`src/rtl/serial_mag_comparator.sv`:
```
// Serial MSB-first unsigned magnitude comparator built around a 1-bit compare stage.
// One operand bit pair is examined per clock, and the comparison stops at the first differing bit.

module serial_mag_bit_cmp (
  input  logic i_a,
  input  logic i_b,
  output logic o_gt,
  output logic o_eq,
  output logic o_lt
);

  assign o_gt = i_a & ~i_b;
  assign o_lt = ~i_a & i_b;
  assign o_eq = ~(i_a ^ i_b);

endmodule

module serial_mag_comparator #(
  parameter int WIDTH = 8,
  parameter int CNT_W = $clog2(WIDTH)
) (
  input  logic             clk,
  input  logic             rst,
  input  logic             start,
  input  logic [WIDTH-1:0] a_in,
  input  logic [WIDTH-1:0] b_in,
  output logic             busy,
  output logic             done,
  output logic             gt,
  output logic             eq,
  output logic             lt
);

  typedef enum logic [1:0] {
    S_IDLE  = 2'd0,
    S_SHIFT = 2'd1,
    S_DONE  = 2'd2
  } state_t;

  state_t           r_state;
  state_t           w_next;
  logic [WIDTH-1:0] r_sa;
  logic [WIDTH-1:0] r_sb;
  logic [CNT_W-1:0] r_cnt;
  logic             r_gt;
  logic             r_eq;
  logic             r_lt;
  logic             w_bit_gt;
  logic             w_bit_eq;
  logic             w_bit_lt;
  logic             w_last_bit;

  serial_mag_bit_cmp u_bit_cmp (
    .i_a  (r_sa[WIDTH-1]),
    .i_b  (r_sb[WIDTH-1]),
    .o_gt (w_bit_gt),
    .o_eq (w_bit_eq),
    .o_lt (w_bit_lt)
  );

  assign w_last_bit = (r_cnt == '0);

  always_ff @(posedge clk) begin
    if (rst) begin
      r_state <= S_IDLE;
    end else begin
      r_state <= w_next;
    end
  end

  always_comb begin
    w_next = r_state;
    case (r_state)
      S_IDLE:  if (start) w_next = S_SHIFT;
      S_SHIFT: if (!w_bit_eq || w_last_bit) w_next = S_DONE;
      S_DONE:  w_next = S_IDLE;
      default: w_next = S_IDLE;
    endcase
  end

  // Result flags are cleared on acceptance and written once on the decision edge,
  // so they stay stable until the next accepted start or reset.
  always_ff @(posedge clk) begin
    if (rst) begin
      r_sa  <= '0;
      r_sb  <= '0;
      r_cnt <= '0;
      r_gt  <= 1'b0;
      r_eq  <= 1'b0;
      r_lt  <= 1'b0;
    end else begin
      case (r_state)
        S_IDLE: begin
          if (start) begin
            r_sa  <= a_in;
            r_sb  <= b_in;
            r_cnt <= CNT_W'(WIDTH - 1);
            r_gt  <= 1'b0;
            r_eq  <= 1'b0;
            r_lt  <= 1'b0;
          end
        end
        S_SHIFT: begin
          if (!w_bit_eq) begin
            r_gt <= w_bit_gt;
            r_lt <= w_bit_lt;
          end else if (w_last_bit) begin
            r_eq <= 1'b1;
          end else begin
            r_sa  <= {r_sa[WIDTH-2:0], 1'b0};
            r_sb  <= {r_sb[WIDTH-2:0], 1'b0};
            r_cnt <= r_cnt - CNT_W'(1);
          end
        end
        default: begin
        end
      endcase
    end
  end

  assign busy = (r_state != S_IDLE);
  assign done = (r_state == S_DONE);
  assign gt   = r_gt;
  assign eq   = r_eq;
  assign lt   = r_lt;

endmodule

```
`config.mk`:
```
export PLATFORM = sky130hd
export DESIGN_NAME = serial_mag_comparator
export DESIGN_NICKNAME = d
export VERILOG_FILES = /design/src/rtl/serial_mag_comparator.sv
export SDC_FILE = /design/constraint.sdc
export NUM_CORES = 1
export LEC_CHECK = 0
export ABC_CLOCK_PERIOD_IN_PS = 3500
export CAP_MARGIN = 0
export CORE_MARGIN = 10
export CORE_UTILIZATION = 57
export CTS_BUF_LIST = sky130_fd_sc_hd__clkbuf_8
export DETAILED_ROUTE_END_ITERATION = 6
export GPL_ROUTABILITY_DRIVEN = 0
export MAX_ROUTING_LAYER = met4
export PLACE_DENSITY = 0.95
export SLEW_MARGIN = 20
export SYNTH_ARGS = -nofsm -noshare
export SYNTH_HDL_FRONTEND = slang
export SYNTH_SLANG_ARGS = --single-unit
```
`constraint.sdc`:
```
create_clock -name clk -period 3.5 [get_ports clk]
set_input_delay 0.525 -clock clk [delete_from_list [all_inputs] [get_ports clk]]
set_output_delay 0.525 -clock clk [all_outputs]
set_load 0.1 [all_outputs]
```
Word level (Yosys, flattened, before mapping)

Index checks and enable logic that the tools add are counted.

Bits in registers: 24
Bits of input ports: 19
Word-level logic and storage cells: 53

Add/subtract/negate cells: 1
Eq/ne operators: 8
Mux-type cells: 23
Bitwise gates (word level): 5
Reductions and logical operators: 9

Operators with widths:

| kind                  | count |
|---|---|
| $mux W8               | 6 |
| $pmux W8 S2           | 2 |
| $ne A2 B2 Y1 const B  | 6 |
| $mux W3               | 3 |
| $reduce_and A4 Y1     | 2 |
| $pmux W1 S2           | 3 |
| $pmux W3 S2           | 1 |
| $mux W1               | 5 |
| $mux W2               | 2 |
| $pmux W2 S2           | 1 |
| $reduce_bool A2 Y1    | 2 |
| $logic_not A3 Y1      | 1 |
| $reduce_and A3 Y1     | 1 |
| $sub A3 B1 Y3 const B | 1 |
| $and A1 B1 Y1         | 2 |
| $eq A2 B1 Y1 const B  | 1 |
| $eq A2 B2 Y1 const B  | 1 |
| $logic_not A2 Y1      | 1 |
| $not A1 Y1            | 2 |
| $reduce_and A2 Y1     | 1 |
| $logic_or A1 B1 Y1    | 1 |
| $xor A1 B1 Y1         | 1 |

Longest topological paths before layout

Gate-level depths: netlist (run 1).

Depth in word-level cells: 4
Mapped depth: 7

Modules after synthesis

A second synthesis (run 1) with hierarchy kept.

Cells, all modules: 119
Area, all modules: 1192.4 µm²

By module, submodules not included:

| module                | times used | cells each | area each (µm²) | sequential area each (µm²) |
|---|---|---|---|---|
| serial_mag_comparator | 1          | 115        | 1159.9          | 480.5 |
| serial_mag_bit_cmp    | 1          | 4          | 32.5            | 0.0 |

Least setup slack after synthesis (run 1)

No wires, ideal clock.

Path kind: reg-to-output
Start: register r_state[1]
End: output port done
Data arrival time: 1976 ps
Data required time: 2975 ps
Path slack: 999 ps
Cell stages (with the launch flop): 5
Cells stage by stage: dfxtp_1 buf_4 inv_1 buf_2 nor2_1

Word-level cells in the longest chain between the ends: 1

Ends and longest elaborated chain:

| what                     | line | RTL |
|---|---|---|
| start: declaration       | 40   | `state_t r_state;` |
| start signal: assignment | 67   | `r_state <= w_next;` |
| $eq A2 B2 Y1             | 122  | `assign done = (r_state == S_DONE);` |
| end: declaration         | 28   | `output logic done,` |

Every way passes these cells.

Final worst setup path (run 1)

Start: register r_eq (netlist: eq)
End: output port eq

RTL lines:

| what                     | line | RTL |
|---|---|---|
| start: declaration       | 46   | `logic r_eq;` |
| start signal: assignment | 89   | `r_eq <= 1'b0;` |
| start signal: assignment | 99   | `r_eq <= 1'b0;` |
| start signal: assignment | 108  | `r_eq <= 1'b1;` |
| end: declaration         | 30   | `output logic eq,` |

No word-level cell between the ends.

==> key figures, run 1 <==
Routing
  – Final wirelength: 2857 um
  – Iteration-0 DRC Markers: 62
  – WL/cell: 17.32 um
  – Remaining DRCs: 0
  – Vias: 979
  – ANT nets after route: 0
  – Via density: 5.933
  – First-pass DRT Iterations: 4

Floorplanning
  – Die Width: 66.55 um
  – IO Pins: 24
  – Die height: 66.55 um
  – Die area: 4428 um^2
  – Row count: 16
  – Starting Density: 61.69%
  – Core box area: 2002 um^2

CTS
  – TritonCTS clock tree: done
  – Num CTS Buffers: 3
  – Post-CTS sizing: 0
  – Clock root buffer: clkbuf_8
  – CTS Sinks: 24
  – Clk_lat worst skew: 0.26 ns
  – # hold bufs at CTS: 0
  – H-tree Lvls: 1
  – Post-CTS Setup Bufs: 0
  – Reg clk slew, reported paths: 0.08 ns
  – CTS Buffer Depth: 2

Layout
  – Fin area: 1511 um^2
  – Nets: 162
  – Area of the multi-input gates: 664.4 um^2
  – # fillers: 137
  – Share of layout cells above drive strength 1: 15.22%
  – P&R area growth vs syn: 22.39%
  – ANT cells: 0
  – Reg area: 480.5 um^2

GRT
  – Vias in the first global route: 976
  – Total gr overflow: 0
  – Largest net degree at the start of global routing: 25
  – Initial antenna violation count: 0
  – GRT Overall Usage: 13.83%
  – First-pass GRT wire length: 4774 um

Timing
  – Max Clock Skew: 0.003135 ns
  – Max_slew headroom: 32.98%
  – Setup violations, final: 0
  – Max Freq: 439.1 MHz
  – RSZ-0062 raised after global routing: no
  – Final Slew Violations: 0
  – Hold Fails Final Rpt: 0
  – Tightest Pin Transition: 1.002 ns
  – Fin Hold WS: 0.4754 ns
  – Min cycle time layout: 2.277 ns
  – Final TNS setup: 0 ns
  – Tcrit/Tclk final: 65.06%
  – Post-route setup slack: 1.223 ns

Pwr
  – Power Total: 825.8 uW
  – PD cells: 546.4 nW/um^2
  – Peak VDD IR: 0.0004222 V
  – P_leak: 0.0005529 uW

Yosys
  – Top cells by area, synth: dfxtp_1 39%, mux2i_1 11%, a211oi_2 8.1%, a21oi_1 7.7%, ha_1 4.1%
  – Post-Syn Area: 1235 um^2
  – Synth Register Bits: 24
  – Yosys cell types: 30
  – Largest area contributor in the synthesized netlist: dfxtp_1
  – Syn Inst Count: 118
  – Asr flop ratio synth: 0%
  – Syn_area_per_cell: 10.47 um^2
  – Top cell type's share of synthesized area: 38.91%
  – Post-synth EDFFs: 0
  – Synth top cells by count: 24 x dfxtp_1, 19 x a21oi_1, 14 x mux2i_1
  – Top-count cell post-synth: dfxtp_1
  – Primary FF master, synth: dfxtp_1
  – Syn nets: 141
  – Sequential fraction of the synthesis area: 38.91%
  – Synth Warn #: 0

Run status
  – Status: complete, no violations

Placed design
  – Pre-CTS worst setup slack: 1.423 ns
  – Placed Area: 1440 um^2
  – Port bufs: 23
  – Post-DP HPWL: 1916 um

Worst setup path
  – Critical path arrival: 1.75 ns
  – Worst Path Buf+Inv: 1
  – Delay-heaviest family, CP: buffers and inverters
  – CP cell instances: clkdlybuf4s50_1
  – Worst Setup Path Type: reg2out
  – R2r startpoint: r_state[0]
  – Worst path slowest cell: clkdlybuf4s50_1
  – CP max stage delay: 1.14 ns
  – CP endpoint kind: output pin
  – WP data required: 2.97 ns
  – Kind of start point of the critical path: register
  – Worst-path fanout max: 2
  – CP Launch Point: eq

Worst hold path
  – Hold crit path type: reg2reg
  – HP Start: r_cnt[1]

Job
  – Max cap viols: 0
registers in the layout, indices dropped and copies added (netlist names):
signal	count
eq	1
gt	1
r_sa	8
r_state	2
r_sb	8
lt	1
r_cnt	3
per-layer routing:
| metal | GRT usage, % | vias up | wire length (um) |
|---|---|---|---|
| met4 | 3.927 | 0 | 6 |
| met5 | - | - | 0 |
| met2 | 23.46 | 25 | 1478 |
| met1 | 15.39 | 478 | 1232 |
| li1 | - | 474 | - |
| met3 | 3.846 | 2 | 140 |
final timing paths:
| kind | to | slack, ns | cells past startpoint |
|---|---|---|---|
| min | r_cnt[1] | 0.48 | 1 |
| max reg2reg | r_sb[6] | 1.58 | 4 |
| max | eq | 1.22 | 1 |
| min reg2reg | r_cnt[1] | 0.48 | 1 |
cell families (layout without fill, tap and decap cells):
logic type                 Yosys count  after routing  synth area share [%]
muxes                               14             14                 11.35
buffers and inverters               15             35                 7.294
AOI/OAI and AO/OA                   44             44                 29.18
DFF                                 24             24                 38.91
adders and majority gates            4              4                 4.053
and+or+nand+nor                     17             17                 9.220
layout by cell type (no fill, tap or decap):
master | netlist | layout
a211oi_1 | 6 | 6
o21ai_0 | 2 | 2
clkdlybuf4s50_1 | 0 | 21
nor2b_4 | 1 | 1
clkbuf_8 | 0 | 3
o2bb2ai_4 | 1 | 1
o21a_1 | 2 | 2
nand2_1 | 4 | 4
a2111oi_0 | 1 | 1
bufinv_16 | 0 | 1
nor3b_4 | 1 | 1
dfxtp_1 | 24 | 24
a22oi_1 | 2 | 2
nor3_1 | 2 | 2
and2_1 | 1 | 1
nor2_1 | 4 | 4
nor2_4 | 1 | 1
a211oi_2 | 8 | 8
mux2i_1 | 14 | 14
a21oi_1 | 19 | 19
or2b_1 | 1 | 1
inv_4 | 1 | 1
and3b_1 | 1 | 1
a311oi_1 | 2 | 2
inv_1 | 6 | 6
a2bb2oi_4 | 1 | 1
buf_4 | 2 | 3
nor3b_1 | 1 | 1
ha_1 | 4 | 4
stage by stage:
stage,std cells,util (%)
after floorplan,118,-
after global placement,161,71.94
after detailed placement,161,71.94
after CTS,165,75.50
after global routing,165,75.50
final,165,75.50
worst reg2reg max path, cell delays in order (launching register included):
cell	delay (ns)
dfxtp_1	0.68
nand2_1	0.27
a2bb2oi_4	0.25
nor2_4	0.39
a211oi_1	0.17
power by group:
group | leakage, uW | total [uW] | switching (uW) | internal (uW)
sequential | 0.000198 | 341 | 31.1 | 310
clock | 0.0000357 | 240 | 87.4 | 153
combinational | 0.000319 | 245 | 139 | 106
total | 0.000553 | 826 | 258 | 568
cell type report:
cell class,instances,share of cell area [%]
clock buffers,3,2.732
clock inverters,1,1.987
inverters,7,1.904
multi-input cells,79,43.96
flip-flops and latches,24,31.79
well taps,27,2.235
repair buffers,24,15.40
No activity file was read; power rests on OpenSTA's default activity.
==> run 2: changes to the inputs <==
--- a/config.mk
+++ b/config.mk
@@ -5,15 +5,15 @@
 export SDC_FILE = /design/constraint.sdc
 export NUM_CORES = 1
 export LEC_CHECK = 0
-export ABC_CLOCK_PERIOD_IN_PS = 3500
+export ABC_CLOCK_PERIOD_IN_PS = 2100
 export CAP_MARGIN = 0
 export CORE_MARGIN = 10
-export CORE_UTILIZATION = 57
+export CORE_UTILIZATION = 53
 export CTS_BUF_LIST = sky130_fd_sc_hd__clkbuf_8
 export DETAILED_ROUTE_END_ITERATION = 6
 export GPL_ROUTABILITY_DRIVEN = 0
 export MAX_ROUTING_LAYER = met4
-export PLACE_DENSITY = 0.95
+export PLACE_DENSITY = 0.92
 export SLEW_MARGIN = 20
 export SYNTH_ARGS = -nofsm -noshare
 export SYNTH_HDL_FRONTEND = slang
==> constraint.sdc (replaced) <==
create_clock -name clk -period 2.1 [get_ports clk]
set_input_delay 0.315 -clock clk [delete_from_list [all_inputs] [get_ports clk]]
set_output_delay 0.315 -clock clk [all_outputs]
set_load 0.1 [all_outputs]
==> run 2 against run 1 <==
Against the previous run:
- die area is 5.3% higher
- global-route usage shrank 1.2 points
- core utilization down 5.2 points
- final cell count is 2.4% higher
- critical path depth grew 2
- clock power grew 70%
- worst setup slack got worse by 1.1 ns
- sequential power increased by 65%
- critical path type unchanged
- largest power group unchanged
==> key figures, run 2 (synthesis gave the netlist of run 1 again) <==
Timing
  – Max Clock Skew: 0.003695 ns
  – Min cycle time layout: 1.992 ns
  – Max_slew headroom: 66.71%
  – Max Freq: 502.1 MHz
  – Tightest Pin Transition: 0.4988 ns
  – Tcrit/Tclk final: 94.85%
  – Fin Hold WS: 0.4771 ns
  – Final Slew Violations: 0
  – Setup violations, final: 0
  – RSZ-0062 raised after global routing: no
  – Post-route setup slack: 0.1082 ns
  – Hold Fails Final Rpt: 0
  – Final TNS setup: 0 ns

Worst setup path
  – CP max stage delay: 0.61 ns
  – Worst-path fanout max: 16
  – Worst Path Buf+Inv: 2
  – CP cell instances: inv_1 -> nand2_1 -> buf_12
  – CP Launch Point: r_state[1]
  – Critical path arrival: 1.68 ns
  – Delay-heaviest family, CP: flip-flops
  – Worst path slowest cell: dfxtp_1
  – R2R cell count: 6
  – Worst Setup Path Type: reg2out
  – CP Depth: 3
  – WP data required: 1.78 ns
  – Kind of start point of the critical path: register
  – CP endpoint kind: output pin
  – R2r startpoint: r_sb[7]

Run status
  – Status: complete, no violations

Routing
  – Vias: 966
  – Via density: 5.716
  – Remaining DRCs: 0
  – Final wirelength: 2696 um
  – Iteration-0 DRC Markers: 31
  – WL/cell: 15.95 um
  – ANT nets after route: 0
  – First-pass DRT Iterations: 4

Pwr
  – Sw frac: 31.03%
  – Peak VDD IR: 0.0005560 V
  – P_sw: 432.9 uW
  – P_leak: 0.0005800 uW
  – P_int: 962.1 uW
  – Clock Power Share: 29.3%
  – Combinational share of power: 30.5%
  – PD cells: 897.0 nW/um^2
  – Reg power frac: 40.2%

CTS
  – CTS Sinks: 24
  – Clk_lat worst skew: 0.27 ns
  – Post-CTS sizing: 0
  – CTS Buffer Depth: 2
  – Num CTS Buffers: 3
  – H-tree Lvls: 1
  – TritonCTS clock tree: done
  – # hold bufs at CTS: 0
  – Reg clk slew, reported paths: 0.08 ns
  – Clock root buffer: clkbuf_8
  – Post-CTS Setup Bufs: 0

GRT
  – Met3 GRT Util: 3.100%
  – GRT Overall Usage: 12.65%
  – Vias in the first global route: 964
  – Initial antenna violation count: 0
  – GR peak layer: met2
  – Total gr overflow: 0
  – Largest net degree at the start of global routing: 17
  – First-pass GRT wire length: 4429 um
  – M1 GR Usage: 14.58%
  – Met2 Usage GRT: 20.35%

Floorplanning
  – Starting Density: 55.83%
  – Core box area: 2212 um^2
  – Row count: 17
  – Die Width: 68.27 um
  – Die area: 4661 um^2
  – IO Pins: 24
  – Die height: 68.27 um

Layout
  – Reg area: 480.5 um^2
  – ANT cells: 0
  – Final Util: 70.31%
  – Area of the multi-input gates: 666.9 um^2
  – Biggest regs: r_sa (8), r_sb (8), r_cnt (3)
  – # fillers: 176
  – Share of layout cells above drive strength 1: 19.86%
  – Most frequent cells in the layout: 24 x dfxtp_1, 19 x a21oi_1, 18 x clkdlybuf4s50_1
  – Most common cell after layout, fill and taps aside: dfxtp_1
  – Nets: 165
  – P&R area growth vs syn: 25.94%

Worst hold path
  – Hold crit path type: reg2reg
  – HP Start: r_cnt[1]
  – Hold path cells: 1

Placed design
  – Pre-CTS worst setup slack: 0.3148 ns
  – Port bufs: 23
  – Post-DP HPWL: 2057 um

Job
  – Max cap viols: 0
run 2: changes by cell type in the layout (fill, tap and decap cells not counted):
cell             previous run  this run
buf_4                       3         7
nor2_1                      4         3
nor2_2                      0         1
clkdlybuf4s50_1            21        18
buf_12                      0         2
run 2: cell type report:
type                       count  area share, %
sequential                    24          30.89
clock buffer                   3          2.655
multi-input combinational     79          42.88
timing repair buffer          27          17.54
clock inverter                 1          1.931
tap                           28          2.253
inverter                       7          1.850
run 2: final timing paths:
check / end / slack, ns
max: busy / 0.11
min: r_cnt[1] / 0.48
max reg2reg: r_sb[1] / 0.30
min reg2reg: r_cnt[1] / 0.48
run 2: stage by stage:
stage	cells	power [uW]	area (um^2)
after floorplan	118	894.5	1237
after global placement	165	976.8	1484
after detailed placement	165	996.5	1484
after CTS	169	1404	1555
after global routing	169	1460	1555
final	169	1395	1555
run 2: power groups by stage:
stage	Clock, uW	Combinational (uW)	Sequential [uW]
finish	408	425	561
global route	431	460	568
CTS	414	429	561
detailed placement	0	427	570
global placement	0	411	566
floorplan	0	330	565
run 2: worst reg2reg max path, cell delays in order (launching register included):
cell       delay, ns
dfxtp_1         0.37
inv_1           0.06
ha_1            0.32
nand2_1         0.15
a2bb2oi_4       0.23
nor2_4          0.38
a211oi_1        0.15
run 2: metal layers:
layer	vias to the layer above	routed length [um]
met5	-	0
met4	0	54
met3	6	129
met2	24	1303
li1	482	-
met1	454	1208
==> run 3: changes to the inputs <==
--- a/config.mk
+++ b/config.mk
@@ -12,6 +12,7 @@
 export CTS_BUF_LIST = sky130_fd_sc_hd__clkbuf_8
 export DETAILED_ROUTE_END_ITERATION = 6
 export GPL_ROUTABILITY_DRIVEN = 0
+export HOLD_SLACK_MARGIN = 0.1
 export MAX_ROUTING_LAYER = met4
 export PLACE_DENSITY = 0.92
 export SLEW_MARGIN = 20
==> results of run 3 <==
Final layout, timing and power as in run 2 (identical DEF).
